## config.mk

```make
export PLATFORM = sky130hd
export DESIGN_NAME = periph_io_arbiter
export DESIGN_NICKNAME = d
export VERILOG_FILES = /design/src/rtl/periph_io_arbiter.sv
export SDC_FILE = /design/constraint.sdc
export NUM_CORES = 1
export LEC_CHECK = 0
export CAP_MARGIN = 10
export CORE_ASPECT_RATIO = 1.75
export CORE_MARGIN = 2
export CORE_UTILIZATION = 25
export CTS_BUF_LIST = sky130_fd_sc_hd__clkbuf_16
export CTS_CLUSTER_SIZE = 28
export DETAILED_ROUTE_END_ITERATION = 8
export RECOVER_POWER = 100
export REMOVE_ABC_BUFFERS = 1
export SLEW_MARGIN = 20
export SYNTH_ARGS = -nofsm -noshare
export SYNTH_HDL_FRONTEND = slang
export SYNTH_SLANG_ARGS = --single-unit
```

## constraint.sdc

```tcl
create_clock -name clock -period 2 [get_ports clock]
set_input_delay 0.4 -clock clock [delete_from_list [all_inputs] [get_ports clock]]
set_output_delay 0.4 -clock clock [all_outputs]
set_load 0.01 [all_outputs]
```

## src/rtl/periph_io_arbiter.sv

```systemverilog
// periph_io_arbiter: round-robin merge of NUM_REQ peripheral requesters onto
// the core's single inbound channel, plus a registered demux of the core's
// outbound channel to per-peripheral destination strobes.
// Optional build macro PIO_ARB_TIMEOUT_EN: abandons an offer the core has not
// acknowledged within TIMEOUT_CYCLES cycles and pulses timeout_pulse.
module periph_io_arbiter #(
  parameter int NUM_REQ        = 4,
  parameter int DATA_WIDTH     = 32,
  parameter int MSG_WIDTH      = 2,
  parameter int TIMEOUT_CYCLES = 64
) (
  input  logic                          clock,
  input  logic                          reset,
  input  logic [NUM_REQ-1:0]            req_valid,
  input  logic [NUM_REQ*MSG_WIDTH-1:0]  req_msg,
  input  logic [NUM_REQ*DATA_WIDTH-1:0] req_data,
  output logic [NUM_REQ-1:0]            req_ready,
  output logic [MSG_WIDTH-1:0]          from_peripheral,
  output logic [DATA_WIDTH-1:0]         from_peripheral_data,
  output logic                          from_peripheral_valid,
  input  logic                          core_ack,
  input  logic [MSG_WIDTH-1:0]          to_peripheral,
  input  logic [DATA_WIDTH-1:0]         to_peripheral_data,
  input  logic                          to_peripheral_valid,
  output logic [NUM_REQ-1:0]            dest_valid,
  output logic [DATA_WIDTH-1:0]         dest_data,
  output logic [7:0]                    drop_count,
  output logic                          timeout_pulse
);

  localparam int          PTR_W  = $clog2(NUM_REQ);
  localparam int unsigned NREQ_U = NUM_REQ;

  typedef enum logic {S_IDLE, S_OFFER} state_t;

  state_t                r_state;
  logic [PTR_W-1:0]      r_rr_ptr;
  logic [PTR_W-1:0]      r_gnt;
  logic [MSG_WIDTH-1:0]  r_msg;
  logic [DATA_WIDTH-1:0] r_data;
  logic                  r_valid;

  logic                  w_found;
  logic [PTR_W-1:0]      w_win;
  logic [PTR_W-1:0]      w_rr_next;
  logic [MSG_WIDTH-1:0]  w_msg_sel;
  logic [DATA_WIDTH-1:0] w_data_sel;
  logic [NUM_REQ-1:0]    w_ready;

  logic [NUM_REQ-1:0]    r_dest_valid;
  logic [DATA_WIDTH-1:0] r_dest_data;
  logic [7:0]            r_drop;
  logic [NUM_REQ-1:0]    w_dest_hit;
  logic                  w_drop;

`ifdef PIO_ARB_TIMEOUT_EN
  localparam int CNT_W = (TIMEOUT_CYCLES > 2) ? $clog2(TIMEOUT_CYCLES) : 1;
  localparam logic [CNT_W-1:0] CNT_LAST = CNT_W'(TIMEOUT_CYCLES - 1);
  logic [CNT_W-1:0]      r_cnt;
  logic                  r_tmo;
`endif

  // Round-robin winner: first valid requester scanning upward from r_rr_ptr.
  always_comb begin
    w_found = 1'b0;
    w_win   = '0;
    for (int unsigned k = 0; k < NREQ_U; k++) begin
      logic [PTR_W-1:0] idx;
      idx = PTR_W'((k + 32'(r_rr_ptr)) % NREQ_U);
      if (!w_found && req_valid[idx]) begin
        w_found = 1'b1;
        w_win   = idx;
      end
    end
  end

  // Select the winner's message and payload, and the pointer after the current grant.
  always_comb begin
    w_msg_sel  = '0;
    w_data_sel = '0;
    for (int unsigned i = 0; i < NREQ_U; i++) begin
      if (PTR_W'(i) == w_win) begin
        w_msg_sel  = req_msg[i*MSG_WIDTH +: MSG_WIDTH];
        w_data_sel = req_data[i*DATA_WIDTH +: DATA_WIDTH];
      end
    end
    w_rr_next = (r_gnt == PTR_W'(NUM_REQ - 1)) ? '0 : r_gnt + 1'b1;
  end

  // Accept strobe: only the winner, only in IDLE; forced low while reset is held.
  always_comb begin
    w_ready = '0;
    if (reset && (r_state == S_IDLE) && w_found) begin
      w_ready[w_win] = 1'b1;
    end
  end

  // Inbound FSM: capture the winner's word, hold it until ack (or timeout).
  always_ff @(posedge clock or negedge reset) begin
    if (!reset) begin
      r_state  <= S_IDLE;
      r_rr_ptr <= '0;
      r_gnt    <= '0;
      r_msg    <= '0;
      r_data   <= '0;
      r_valid  <= 1'b0;
`ifdef PIO_ARB_TIMEOUT_EN
      r_cnt    <= '0;
      r_tmo    <= 1'b0;
`endif
    end else begin
`ifdef PIO_ARB_TIMEOUT_EN
      r_tmo <= 1'b0;
`endif
      case (r_state)
        S_IDLE: begin
          if (w_found) begin
            r_gnt   <= w_win;
            r_msg   <= w_msg_sel;
            r_data  <= w_data_sel;
            r_valid <= 1'b1;
            r_state <= S_OFFER;
`ifdef PIO_ARB_TIMEOUT_EN
            r_cnt   <= '0;
`endif
          end
        end
        S_OFFER: begin
          if (core_ack) begin
            r_valid  <= 1'b0;
            r_rr_ptr <= w_rr_next;
            r_state  <= S_IDLE;
`ifdef PIO_ARB_TIMEOUT_EN
          end else if (r_cnt == CNT_LAST) begin
            r_valid  <= 1'b0;
            r_msg    <= '0;
            r_data   <= '0;
            r_rr_ptr <= w_rr_next;
            r_tmo    <= 1'b1;
            r_state  <= S_IDLE;
          end else begin
            r_cnt <= r_cnt + 1'b1;
`endif
          end
        end
        default: r_state <= S_IDLE;
      endcase
    end
  end

  // Outbound destination decode; an out-of-range index matches nothing.
  always_comb begin
    w_dest_hit = '0;
    for (int unsigned i = 0; i < NREQ_U; i++) begin
      w_dest_hit[i] = to_peripheral_valid && (to_peripheral == MSG_WIDTH'(i));
    end
    w_drop = to_peripheral_valid && !(|w_dest_hit);
  end

  // Outbound register stage: one-cycle strobe, held payload, saturating drop count.
  always_ff @(posedge clock or negedge reset) begin
    if (!reset) begin
      r_dest_valid <= '0;
      r_dest_data  <= '0;
      r_drop       <= '0;
    end else begin
      r_dest_valid <= w_dest_hit;
      if (|w_dest_hit) begin
        r_dest_data <= to_peripheral_data;
      end
      if (w_drop && (r_drop != 8'hFF)) begin
        r_drop <= r_drop + 8'd1;
      end
    end
  end

  assign req_ready             = w_ready;
  assign from_peripheral       = r_msg;
  assign from_peripheral_data  = r_data;
  assign from_peripheral_valid = r_valid;
  assign dest_valid            = r_dest_valid;
  assign dest_data             = r_dest_data;
  assign drop_count            = r_drop;
`ifdef PIO_ARB_TIMEOUT_EN
  assign timeout_pulse         = r_tmo;
`else
  assign timeout_pulse         = 1'b0;
`endif

endmodule
```

Yosys cells after proc, flatten, opt, wreduce, memory -nomap -nowiden --
Index checks and enable logic that the tools add are counted.
Word-level totals: output and inout bits 84, input bits 178, flip-flop bits (word level) 84, word-level logic and storage cells 87
Cells by class: bitwise gates (word level) 1, muxes and demuxes 34, add/sub/neg operators 5, $lt $le $gt $ge 6, reductions and logical operators 22, equal/unequal tests 10
Operator list (number):
- 2-to-1 mux 32 bit | 4
- 2-to-1 mux 2 bit | 9
- less-than comparator 2 x 3 -> 1 bit, second input constant | 5
- 2-to-1 mux 1 bit | 13
- logical AND 1 bit | 12
- adder 8 x 1 -> 8 bit, second input constant | 1
- binary-select mux 1 bit (select 2 bit) | 4
- != test 8 bit, second input constant | 1
- equality test 2 bit, second input constant | 3
- AND reduction 2 bit | 3
- adder 2 bit, first input constant | 2
- equality test 2 bit, first input constant | 2
- zero test 1 bit | 4
- zero test 2 bit | 2
- 2-to-1 mux 4 bit | 1
- != test 2 bit, second input constant | 2
- case mux 1 bit (2 select lines) | 2
- OR reduction 4 bit | 1
- adder 1 x 2 -> 2 bit, first input constant | 1
- adder 2 x 1 -> 2 bit, second input constant | 1
- demux 1 bit (select 2 bit) | 1
- equality test 1 x 2 -> 1 bit, first input constant | 1
- equality test 2 x 1 -> 1 bit, second input constant | 1
- >= comparator 2 x 1 -> 1 bit, second input constant | 1
- inverter 1 bit | 1

Longest topological paths before layout --
word-level depth 17, depth in mapped cells 8, mapped depth without buffers 5

Worst setup path after synthesis --
OpenSTA, ideal clock, no wires.
path type register to register, from register r_rr_ptr[1], to register r_msg[1], in the netlist from_peripheral[1], required time 1.874 ns, arrival 1.880 ns, setup time 0.126 ns, buffers on the path 2, slack -0.006 ns, clock period less this slack 2.006 ns, cell stages (with the launch flop) 8, path through dfrtp_1 > nor2b_1 > o21a_1 > buf_4 > nor3_2 > buf_2 > mux2_2 > a221o_1
Between the ends: word-level cells in the longest chain between the ends 17, elaborated cells on any way between the ends 34, those cells by class 3 x add/sub; 3 x eq/ne; 20 x mux; 8 x reduce/logical
Ends and longest elaborated chain:
- start, declared | line 37 | logic [PTR_W-1:0] r_rr_ptr;
- start signal, assigned | line 131 | r_rr_ptr <= w_rr_next;
- branches (longest 17 deep; another with adder 1 x 2 -> 2 bit)
- end signal, assigned | line 119 | r_msg <= w_msg_sel;
- end, declared | line 39 | logic [MSG_WIDTH-1:0] r_msg;
Parallel ways; which one is timed is not known. The select of a mux whose other input is x is not followed. A chain may end at the register's enable or synchronous reset.

Final worst setup path --
from register r_rr_ptr[1], to register r_data[24], in the netlist from_peripheral_data[24]
Between the ends: word-level cells in the longest chain between the ends 17, elaborated cells on any way between the ends 34, those cells by class 3 x add/sub; 3 x eq/ne; 20 x mux; 8 x reduce/logical
Ends and longest elaborated chain:
- branches (longest 17 deep; another with adder 1 x 2 -> 2 bit)
- end signal, assigned | line 120 | r_data <= w_data_sel;
- end, declared | line 40 | logic [DATA_WIDTH-1:0] r_data;
Parallel ways; which one is timed is not known. The select of a mux whose other input is x is not followed.

==> flow_summary.toml <==
[pwr]
ir_drop_uv = 503.1
sw_frac_of_total = 0.3360
clockPowerShare = 0.211
p_sw_mw = 2.487
p_leak_nw = 3.087
intPower_mw = 4.916
p_seq_frac = 0.323
power_density_nw_per_um2 = 966.6
combinationalPowerShare = 0.466

[final_layout]
final-instance-count-excl-fill = 873
fin_nets = 819
syn2layout_area_growth_pct = 79.45
drive_gt1_frac = 0.1907

[drt]
wirelength_mm = 16.06
drc_errors = 0
wire_per_inst_um = 18.40
via_per_inst = 4.896
dr.pass1.iters = 4
vias = 4274
drtIter0Drc = 72
ant_nets = 0

[setup_path]
cp.arrival_ps = 2370
required_ps = 2230
crit_path_top_delay_cell = "dfrtp_2"
crit_type = "flop to flop"
path_cells = "nor2b_4 > o21a_1 > nor3_4 > buf_6 > clkbuf_16 > mux2_2 > a221o_1"
path_delay_family = "compound AO/OA/AOI/OAI gates"
worst_setup_path_end_kind = "flop"
cp_num_buf_inv = 2
cp_max_fo = 7
startpoint_type = "flop"
critPathMaxStageDelay_ps = 460

[clocking]
path_clk_slew_ps = 70
cts_buffers = 9
htree_levels = 3
root_buffer = "clkbuf_16"
clock-sinks = 84
cts.path.max_buffers = 2
insertion_delay_ps = 340
cts_tree = "done"

[place]
place_ws_ps = -658.8
place_hpwl_mm = 11.94
dp_cells = 844
gp_congestion = 0.8011
port_buffers = 260

[synthesis]
synth-main-ff-cell = "dfrtp_1"
async_reset_ff_frac = 1.000
ys_warn_count = 0
syn_area_um2 = 4268
synth_cells = 376
yosys_register_bits = 84
yosys.cell_types.count = 36
synth_seq_area_share = 0.4925
synth_edf_count = 0
syn_area_per_cell_um2 = 11.35

[sta]
setup_slack_ps = -139.8
hold_viol = 0
drv_slew = 0
worstMarginPinSlew_ps = 821.2
rsz0062_at_grt = "true"
setup_viol_count_final = 27
slew_headroom = 0.4526
skew_ps = 11.33
timing.fmax_ghz = 0.4673
final.min_clock_period_ps = 2140
period_share = 1.070

[grt]
grt_pass1_vias = 4673
track_usage = 0.1736
grt_max_degree = 60
antenna_found_initial = 0
grt-ovfl-total = 0
grt_pass1_wl_mm = 24.18

[floorplan]
start_util = 0.2530
die_w_um = 102.8
row_count = 63
boundaryPins = 262
die-area_um2 = 18170
die_h_um = 176.8
core_um2 = 16870

[run_status]
violations = "negative setup slack"
status = "finished with violations"

[hold_path]
holdCritPathClass = "input pin to async pin"

[flow_run]
cap_violations = 0
layout by cell type (no fill, tap or decap), types with 4 or more instances in the layout:
master           instances
clkdlybuf4s50_1        249
dfrtp_1                 82
a211oi_1                40
mux2_2                  34
buf_4                   29
nor2_1                  24
mux2i_1                 21
o31a_1                  20
o31ai_1                 15
nand4_1                 14
a21oi_1                 14
a221o_1                 14
mux2_4                  13
clkbuf_16               10
nand2_1                  8
nor2_2                   4
dlygate4sd2_1            4
buf_2                    4
power by group through the flow:
stage	registers, mW	logic (mW)	clock network [mW]
detailed placement	2.41	3.18	0
floorplan	2.55	1.22	0
global route	2.45	3.70	1.68
global placement	2.40	3.13	0
CTS	2.39	3.32	1.62
finish	2.39	3.45	1.56
synth_stat cells (2+ instances only):
cell | instances | area, µm²
nor2_1 | 27 | 101.4
buf_6 | 4 | 45.04
mux2_2 | 46 | 518.0
buf_4 | 6 | 45.04
nand4_1 | 14 | 87.58
o31a_1 | 20 | 175.2
or2_2 | 2 | 12.51
clkbuf_1 | 30 | 112.6
mux2i_1 | 21 | 210.2
nor3_1 | 4 | 20.02
a211oi_1 | 41 | 307.8
dfrtp_1 | 84 | 2102
o31ai_1 | 15 | 112.6
o21a_1 | 2 | 15.01
nor3b_1 | 2 | 15.01
a21oi_1 | 14 | 70.07
nand2b_1 | 2 | 12.51
a221o_1 | 14 | 140.1
buf_2 | 4 | 20.02
nand2_1 | 8 | 30.03
path summary, 6_finish.rpt:
check,start,end,slack [ps],cells past startpoint
min reg2reg,drop_count[6],drop_count[6],380,0
max,r_rr_ptr[1],from_peripheral_data[24],-140,7
min,reset,from_peripheral_data[18],130,2
min in group clock,drop_count[6],drop_count[6],380,0
max in group asynchronous,reset,dest_valid[3],760,3
max reg2reg,r_rr_ptr[1],from_peripheral_data[24],-140,7
sequential cells by signal, summed over array words and instances (netlist names):
register and cells:
dest_data 32, from_peripheral_data 32, drop_count 8, dest_valid 4, from_peripheral 2, r_gnt 2, r_rr_ptr 2, from_peripheral_valid 1
r_state 1
timing repair:
action | 4_1_cts | 5_1_grt
pin swaps | 5 | 18
gates resized for setup | 37 | 15
setup buffers | 8 | 3
hold buffers | 0 | 0
cloned | 0 | 1
endpoints found under the setup margin | 38 | 32
kinds of logic after synthesis:
group           Yosys count  synth area share
fa+ha+maj                 1          0.002931
flops                    84            0.4925
compound gates          110            0.1985
simple gates             68           0.07975
mux                      68            0.1733
other cells               1         0.0008787
buf+inv                  44           0.05218
final cells by class:
class / instances / area, µm²
Antenna cell: 1 / 2.502
Clock buffer: 9 / 225.2
Clock inverter: 7 / 50.05
Fill cell: 1644 / 9210
Multi-Input combinational cell: 248 / 2079
Sequential cell: 84 / 2105
Tap cell: 227 / 284.0
Timing Repair Buffer: 297 / 2913
per-layer routing:
layer | global-route usage | up-vias | wire, µm
met4 | 0.07018 | 0 | 482
met2 | 0.3181 | 204 | 8765
met5 | 0 | - | 0
li1 | - | 1962 | -
met1 | 0.1792 | 2079 | 5577
met3 | 0.05292 | 29 | 1235
through the flow:
step | hold WS [ps] | setup TNS [ps] | power (mW) | cell area [µm²] | util
floorplan | 104.4 | -78160 | 3.769 | 4045 | -
global placement | 364.9 | -18800 | 5.532 | 7186 | 0.4260
detailed placement | 367.1 | -21470 | 5.583 | 7186 | 0.4260
CTS | 61.47 | -1132 | 7.329 | 7574 | 0.4490
global route | 137.1 | -4992 | 7.834 | 7656 | 0.4539
finish | 132.5 | -1894 | 7.403 | 7659 | 0.4540
Power figures use the tool's default switching activity.
